[config.mk]
export PLATFORM = sky130hd
export DESIGN_NAME = fsm_step_controller
export DESIGN_NICKNAME = d
export VERILOG_FILES = /design/src/rtl/fsm_step_controller.sv
export SDC_FILE = /design/constraint.sdc
export NUM_CORES = 1
export LEC_CHECK = 0
export BUFFER_PORTS_ARGS = -buffer_cell sky130_fd_sc_hd__buf_2
export CAP_MARGIN = 10
export CORE_MARGIN = 8
export CORE_UTILIZATION = 42
export DETAILED_ROUTE_END_ITERATION = 8
export GPL_TIMING_DRIVEN = 0
export PLACE_DENSITY = 0.69
export SETUP_SLACK_MARGIN = 0.4
export SYNTH_ARGS = -nofsm -noshare
export SYNTH_HDL_FRONTEND = slang
export SYNTH_SLANG_ARGS = --single-unit
[constraint.sdc]
create_clock -name clk -period 2.61 [get_ports clk]
set_input_delay 0.1305 -clock clk [delete_from_list [all_inputs] [get_ports clk]]
set_output_delay 0.1305 -clock clk [all_outputs]
set_load 0.02 [all_outputs]
[src/rtl/fsm_step_controller.sv]
// fsm_step_controller: step sequencer and lockstep checker for paired one-hot/binary detector FSMs.
// Optional FSM_STEP_HALT_ON_ERR_EN: freeze in HALT on the first mismatch or illegal one-hot state.
module fsm_step_controller #(
    parameter int          DEBOUNCE_CYCLES = 16,
    parameter int          RUN_DIV         = 4,
    parameter int          PATTERN_LEN     = 16,
    parameter logic [31:0] PATTERN         = 32'h0000B3F0
) (
    input  logic       clk,
    input  logic       reset,
    input  logic       w_sw,
    input  logic       step_btn,
    input  logic       run_sw,
    input  logic       z_a,
    input  logic       z_b,
    input  logic [4:0] onehot_state,
    output logic       w_out,
    output logic       step_en,
    output logic       busy,
    output logic       mismatch,
    output logic       illegal_onehot,
    output logic [7:0] step_count
);
    localparam int CW = $clog2(DEBOUNCE_CYCLES + 1);
    localparam int DW = $clog2(RUN_DIV);

    typedef enum logic [1:0] {
        IDLE,
        RUN,
        DONE
`ifdef FSM_STEP_HALT_ON_ERR_EN
        , HALT
`endif
    } state_t;

    state_t          state_q, state_d;
    logic [1:0]      w_sync_q, btn_sync_q, run_sync_q;
    logic            db_q, db_d, db_dly_q;
    logic [CW-1:0]   db_cnt_q, db_cnt_d;
    logic [4:0]      idx_q, idx_d;
    logic [DW-1:0]   div_q, div_d;
    logic            w_out_q, w_d, step_en_q, step_d, chk_q;
    logic            mismatch_q, mismatch_d, illegal_q, illegal_d;
    logic [7:0]      count_q, count_d;
    logic            req, run;

    assign run = run_sync_q[1];
    assign req = db_q & ~db_dly_q;

    always_comb begin
        db_d     = db_q;
        db_cnt_d = '0;
        if (btn_sync_q[1] != db_q) begin
            db_cnt_d = db_cnt_q + 1'b1;
            if (db_cnt_q == CW'(DEBOUNCE_CYCLES - 1)) begin
                db_d     = ~db_q;
                db_cnt_d = '0;
            end
        end
    end

    always_comb begin
        state_d = state_q;
        idx_d   = idx_q;
        div_d   = div_q;
        w_d     = w_out_q;
        step_d  = 1'b0;
        case (state_q)
            IDLE: begin
                if (run) begin
                    state_d = RUN;
                    idx_d   = '0;
                    div_d   = '0;
                end else if (req) begin
                    step_d = 1'b1;
                    w_d    = w_sync_q[1];
                end
            end
            RUN: begin
                if (!run) begin
                    state_d = IDLE;
                    idx_d   = '0;
                end else if (div_q == DW'(RUN_DIV - 1)) begin
                    div_d   = '0;
                    step_d  = 1'b1;
                    w_d     = PATTERN[idx_q];
                    idx_d   = idx_q + 1'b1;
                    state_d = (idx_q == 5'(PATTERN_LEN - 1)) ? DONE : RUN;
                end else begin
                    div_d = div_q + 1'b1;
                end
            end
            DONE: state_d = run ? DONE : IDLE;
            default: ;
        endcase
`ifdef FSM_STEP_HALT_ON_ERR_EN
        if (mismatch_q | illegal_q) begin
            state_d = HALT;
            step_d  = 1'b0;
        end
`endif
    end

    // chk_q is the check strobe: the cycle after each step, when both FSMs show their new state.
    assign mismatch_d = mismatch_q | (chk_q & (z_a ^ z_b));
    assign illegal_d  = illegal_q | (chk_q & ($countones(onehot_state) != 1));
    assign count_d    = count_q + {7'd0, step_en_q & ~&count_q};

    always_ff @(posedge clk or negedge reset) begin
        if (!reset) begin
            w_sync_q   <= '0;
            btn_sync_q <= '0;
            run_sync_q <= '0;
            db_q       <= 1'b0;
            db_dly_q   <= 1'b0;
            db_cnt_q   <= '0;
            state_q    <= IDLE;
            idx_q      <= '0;
            div_q      <= '0;
            w_out_q    <= 1'b0;
            step_en_q  <= 1'b0;
            chk_q      <= 1'b0;
            mismatch_q <= 1'b0;
            illegal_q  <= 1'b0;
            count_q    <= '0;
        end else begin
            w_sync_q   <= {w_sync_q[0], w_sw};
            btn_sync_q <= {btn_sync_q[0], step_btn};
            run_sync_q <= {run_sync_q[0], run_sw};
            db_q       <= db_d;
            db_dly_q   <= db_q;
            db_cnt_q   <= db_cnt_d;
            state_q    <= state_d;
            idx_q      <= idx_d;
            div_q      <= div_d;
            w_out_q    <= w_d;
            step_en_q  <= step_d;
            chk_q      <= step_en_q;
            mismatch_q <= mismatch_d;
            illegal_q  <= illegal_d;
            count_q    <= count_d;
        end
    end

    assign w_out          = w_out_q;
    assign step_en        = step_en_q;
    assign busy           = state_q == RUN;
    assign mismatch       = mismatch_q;
    assign illegal_onehot = illegal_q;
    assign step_count     = count_q;
endmodule

==> Yosys cells after proc, flatten, opt, wreduce, memory -nomap -nowiden <==
Memory sizes are Yosys's and may differ from the RTL's.
Cells that the tools add are included.
{ "word_totals": {"register_bits": 35, "latch_bits": 0, "ram_bits": 0, "romBits": 32, "inputBits": 12, "output_inout_bits": 13, "wordCells": 84, "mem_count": 1} }
{ "memory_table": {"columns": ["name", "depth", "word_bits", "rd", "rd_ports_with_merged_regs", "write_ports", "line_no", "rtl"], "rows": [
  ["(no name shown)", 32, 1, 1, 0, 0, "86", "w_d = PATTERN[idx_q];"]
]} }
{ "classes": {"addsub": 8, "multipliers": 0, "div_mod_pow": 0, "n_lt_le_gt_ge": 1, "eq_ne": 13, "n_shift": 0, "mux": 27, "bitwise": 9, "reduce_logical": 10} }
{ "ops": {"columns": ["operator", "count"], "rows": [
  ["5-bit two-way mux", 5],
  ["2-bit two-way mux", 8],
  ["5-bit by 1-bit adder with 5-bit output (second input constant)", 2],
  ["5-bit by 4-bit == test with 1-bit output (second input constant)", 2],
  ["5-bit case mux with 2 select lines", 1],
  ["1-bit two-way mux", 9],
  ["3-bit AND reduction", 3],
  ["8-bit by 1-bit adder with 8-bit output", 1],
  ["8-bit AND reduction", 1],
  ["5-bit by 6-bit < comparator with 1-bit output (second input constant)", 1],
  ["2-bit != test (second input constant)", 3],
  ["2-bit case mux with 3 select lines", 1],
  ["5-bit AND reduction", 1],
  ["1-bit by 1-bit adder with 2-bit output", 2],
  ["3-bit by 1-bit adder with 4-bit output", 1],
  ["1-bit AND", 4],
  ["2-bit == test (second input constant)", 2],
  ["2-bit by 1-bit != test with 1-bit output (second input constant)", 2],
  ["4-bit by 1-bit != test with 1-bit output (second input constant)", 1],
  ["1-bit case mux with 2 select lines", 2],
  ["2-bit case mux with 2 select lines", 1],
  ["2-bit by 2-bit adder with 3-bit output", 1],
  ["3-bit by 2-bit != test with 1-bit output (second input constant)", 1],
  ["3-bit nonzero test", 1],
  ["other kinds (10)", 12]
]} }

==> Logic depth before layout (Yosys ltp) <==
{ "logic_depth": {"ltp_word": 6, "depth_mapped": 8, "mapped_depth_nobuf": 8} }

==> Worst setup path after synthesis <==
Ideal clock, no wire load.
{ "synth_path": {"path_type": "input to register", "start": "in onehot_state[0]", "end": "reg illegal_q (netlist: illegal_onehot)", "setup_ns": 0.118, "arrival_time_ns": 1.649, "t_required_ns": 2.492, "setup_slack_ns": 0.843, "stages": 8, "path_buffers": 0, "path_cell_list": "inv_1 -> fa_1 -> inv_1 -> fa_1 -> ha_1 -> nor2_1 -> nand2_1 -> a21o_1"} }
{ "synth_between": {"elab_chain_len": 6} }
{ "synth_rtl": {"columns": ["element", "line_no", "rtl"], "rows": [
  ["start, declared", "16", "input logic [4:0] onehot_state,"],
  ["1-bit by 1-bit adder with 2-bit output (implied by the code)", "106", "assign illegal_d = illegal_q | (chk_q & ($countones(onehot_state) != 1));"],
  ["2-bit by 2-bit adder with 3-bit output (implied by the code)", "106", null],
  ["3-bit by 1-bit adder with 4-bit output (implied by the code)", "106", null],
  ["4-bit by 1-bit != test with 1-bit output", "106", null],
  ["1-bit AND", "106", null],
  ["1-bit OR", "106", null],
  ["net illegal_d", "43", "logic mismatch_q, mismatch_d, illegal_q, illegal_d;"],
  ["end signal, assigned", "140", "illegal_q <= illegal_d;"],
  ["end, declared", "43", null]
]} }
The timed path passes the listed nets, and every way through them passes these cells.
A chain may end at the register's enable or synchronous reset.

==> Worst setup path in the final report <==
{ "layout_path": {"start": "reg count_q[4] (netlist: step_count[4])", "end": "reg count_q[6] (netlist: step_count[6])"} }
{ "layout_between": {"elab_chain_len": 4} }
{ "layout_rtl": {"columns": ["element", "line_no", "rtl"], "rows": [
  ["start, declared", "44", "logic [7:0] count_q, count_d;"],
  ["start signal, assigned", "141", "count_q <= count_d;"],
  ["8-bit AND reduction", "107", "assign count_d = count_q + {7'd0, step_en_q & ~&count_q};"],
  ["1-bit logical NOT", "107", null],
  ["1-bit AND", "107", null],
  ["8-bit by 1-bit adder with 8-bit output (*)", "107", null],
  ["net count_d[6]", "44", null]
]} }
Mark *: on every way through the listed nets, which the timed path passes. The rest lies on a longest branch.

==> flow_summary_export.csv <==
group,metric,value,unit
status,status,"finished clean",
logic_synthesis,synth-xor-area-share,6.94,%
worst_setup_path,critical_path_class,"register to register",
worst_setup_path,reg2reg_depth,6,
clock_tree,clock_latency,0.28,ns
floorplanning,pin_count,25,
route,drt-total-wl,2.83,mm
floorplanning,start_util,44.2,%
logic_synthesis,async_reset_ff_share,100,%
power_and_ir_drop,leakage,0.000998,uW
logic_synthesis,synthesis.instances,141,
worst_setup_path,critPathMaxStageDelay,0.43,ns
route,drt_iter0_markers,78,
logic_synthesis,avgSynthCellArea,11.6,um^2
logic_synthesis,synth_cell_types,31,
clock_tree,clock-root-buffer,"clkbuf_8",
clock_tree,path_clk_slew,0.07,ns
cells_and_area,post-route-util,52.4,%
logic_synthesis,syn_nets,167,
logic_synthesis,synthesis.area,1640,um^2
global_route,grt_antenna_before_repair,0,
worst_setup_path,crit_chain,"and3_1, a31oi_1, ha_1, ha_1, nand4_1, xnor2_1",
placed_design,place_inst,213,
worst_setup_path,cp.required,2.78,ns
sta,hold_violations,0,
cells_and_area,area_delta_synth_final,18.6,%
floorplanning,num_rows,22,
worst_setup_path,cp_slowest_cell,"dfrtp_1",
route,first_pass_iters,4,
logic_synthesis,ys_ff_latch,35,
sta,fin_crit,1.65,ns
clock_tree,cts_tree,"yes",
worst_setup_path,critPathCapture,"step_count[6]",
floorplanning,die_h,78.5,um
route,viasPerCell,4.95,
logic_synthesis,synth_adder_area_share,11.6,%
logic_synthesis,synth-compound-area-share,9.45,%
clock_tree,cts_sinks,35,
worst_setup_path,worstReg2RegEnd,"step_count[6]",
sta,fmax,606,MHz
logic_synthesis,synth_top_family_by_area,"simple AND/OR/NAND/NOR gates",
floorplanning,die_area,6170,um^2
clock_tree,cts_hold_buf,4,
global_route,grt_pass1_wl,5.06,mm
cells_and_area,drive_above_1_share,21.5,%
placed_design,hpwl,2.13,mm
worst_setup_path,crit_path_max_fanout,5,
clock_tree,htree_num_levels,2,
clock_tree,postCtsResizedCells,0,
worst_setup_path,reg2reg_slack,0.96,ns
global_route,grt_max_degree,36,
job,max_cap_violations,0,
route,avgRoutedWirePerCell,12.6,um
sta,rsz0062_at_grt,"no",
sta,fin_setup_tns,0,ns
sta,tightest_slew,0.752,ns
logic_synthesis,ys_top_cells_by_area,"dfrtp_1 53%, ha_1 9.1%, xor2_1 3.7%",
route,drcViolationCount,0,
placed_design,gp_congestion,0.772,
cells_and_area,fillers,325,
worst_setup_path,worstSetupEndpointType,"register",
logic_synthesis,seq_area_frac_synth,53.4,%
sta,min_period_over_period,63.2,%
cells_and_area,post-route-cell-area,1950,um^2
worst_setup_path,r2r_start,"step_count[4]",
route,antenna_left,0,
logic_synthesis,ys.flop_type,"dfrtp_1",
power_and_ir_drop,p_per_area,817,nW/um^2
sta,clock_skew,0.00571,ns
placed_design,post_dp_cell_area,1820,um^2
worst_setup_path,cp-startpoint,"step_count[4]",
cells_and_area,final_cells,225,
clock_tree,post_cts_buffers,0,
min_path,hp-class,"primary input to register",
global_route,gr-total-overflow,0,
logic_synthesis,synth_most_common_cell,"dfrtp_1",
logic_synthesis,synth_top_area_cell,"dfrtp_1",
cells_and_area,layout.nets,202,
logic_synthesis,synth.top_cell.area_share,53.4,%
placed_design,port_buffers,24,
logic_synthesis,yosys_warnings,0,
sta,slew_viol_final,0,
cells_and_area,num_antenna_cells,0,
logic_synthesis,synth_edf_count,0,
sta,finalSetupViolCount,0,
logic_synthesis,yosys.area_share.simple,11.6,%
route,vias,1114,
floorplanning,core_area,3720,um^2
power_and_ir_drop,ir_drop,382,uV
global_route,grt_pass1_vias,1124,
global_route,grt_usage,9.88,%
floorplanning,die_x,78.5,um
clock_tree,cts.path.max_buffers,2,
logic_synthesis,synthTopCellsByCount,"35 x dfrtp_1, 13 x inv_1, 12 x ha_1",
clock_tree,cts_made_buffers,5,
logic_synthesis,synth_mux_area_share,2.82,%
worst_setup_path,cp-start-kind,"register",
sta,relSlewSlack,49.9,%
worst_setup_path,cpMostUsedCell,"ha_1",
worst_setup_path,arrival,1.82,ns
==> layer usage <==
layer | wire length, um | vias to the layer above | part of all wire (%) | global-route usage [%]
li1 | - | 546 | - | -
met1 | 1230 | 543 | 44 | 11.1
met2 | 1380 | 23 | 49 | 16.4
met3 | 199 | 2 | 7.0 | 4.33
met4 | 12 | 0 | 0.42 | 3.33
met5 | 0 | - | 0 | 0
==> where the power goes <==
part / switching [uW] / internal (uW) / total [uW]
Sequential: 87.2 / 643 / 730
Combinational: 284 / 207 / 491
Clock: 183 / 186 / 369
Total: 555 / 1040 / 1590
==> sequential cells by signal, summed over array words and instances (netlist names), 2 cells and up <==
register    flops
step_count      8
db_cnt_q        5
idx_q           5
btn_sync_q      2
div_q           2
run_sync_q      2
state_q         2
w_sync_q        2
==> cell usage in the layout (no fill, tap or decap), types with 2 or more instances in the layout <==
cell / count
dfrtp_1: 35
and2_1: 3
buf_2: 26
xor2_1: 7
nand4_1: 4
a21o_1: 3
dlygate4sd3_1: 4
inv_1: 13
xnor2_1: 6
nand3_1: 6
fa_1: 2
nor2_1: 4
a31oi_1: 2
mux2i_1: 2
clkbuf_8: 5
o21ai_0: 10
and3_1: 4
o31ai_1: 2
nand2_1: 11
ha_1: 12
==> critical path: cells and delay by family (launching register included) <==
kind	cells	cell delay, ns
xor+xnor	1	0.14
simple gates	2	0.33
flops	1	0.43
compound gates	1	0.18
fa+ha+maj	2	0.47
==> worst min-delay path by stage <==
stage	from	endpoint	slack, ns	cells past startpoint
final	z_a	mismatch	0.20	3
after detailed placement	reset	state_q[0]	0.24	1
after floorplan	reset	btn_sync_q[0]	-0.17	0
after CTS	z_a	mismatch	0.19	3
after global placement	reset	state_q[1]	0.24	1
after global routing	z_b	mismatch	0.21	3
==> cell type report <==
type                       count  area, um^2  share of cell area [%]
sequential                    35         876                    45.0
multi-input combinational     90         696                    35.7
timing repair buffer          28         160                    8.23
clock buffer                   6        72.6                    3.73
tap                           48        60.1                    3.08
inverter                      13        48.8                    2.51
buffer                         3        21.3                    1.09
clock inverter                 2        12.5                   0.643
==> per-stage QoR <==
step                      hold WS (ns)  worst slack (ns)  total power (uW)
after floorplan                 -0.165             0.843              1070
after global placement           0.236             0.716              1200
after detailed placement         0.240             0.680              1240
after CTS                        0.192             0.955              1620
after global routing             0.209             0.812              1700
final                            0.196             0.960              1590
==> cell families after synthesis <==
logic type	after synthesis
AOI/OAI and AO/OA	22
muxes	4
xor gates and xnor gates	13
DFF	35
and+or+nand+nor	37
adders and majority gates	14
buffers and inverters	16
(Power assumes the default switching activity.)
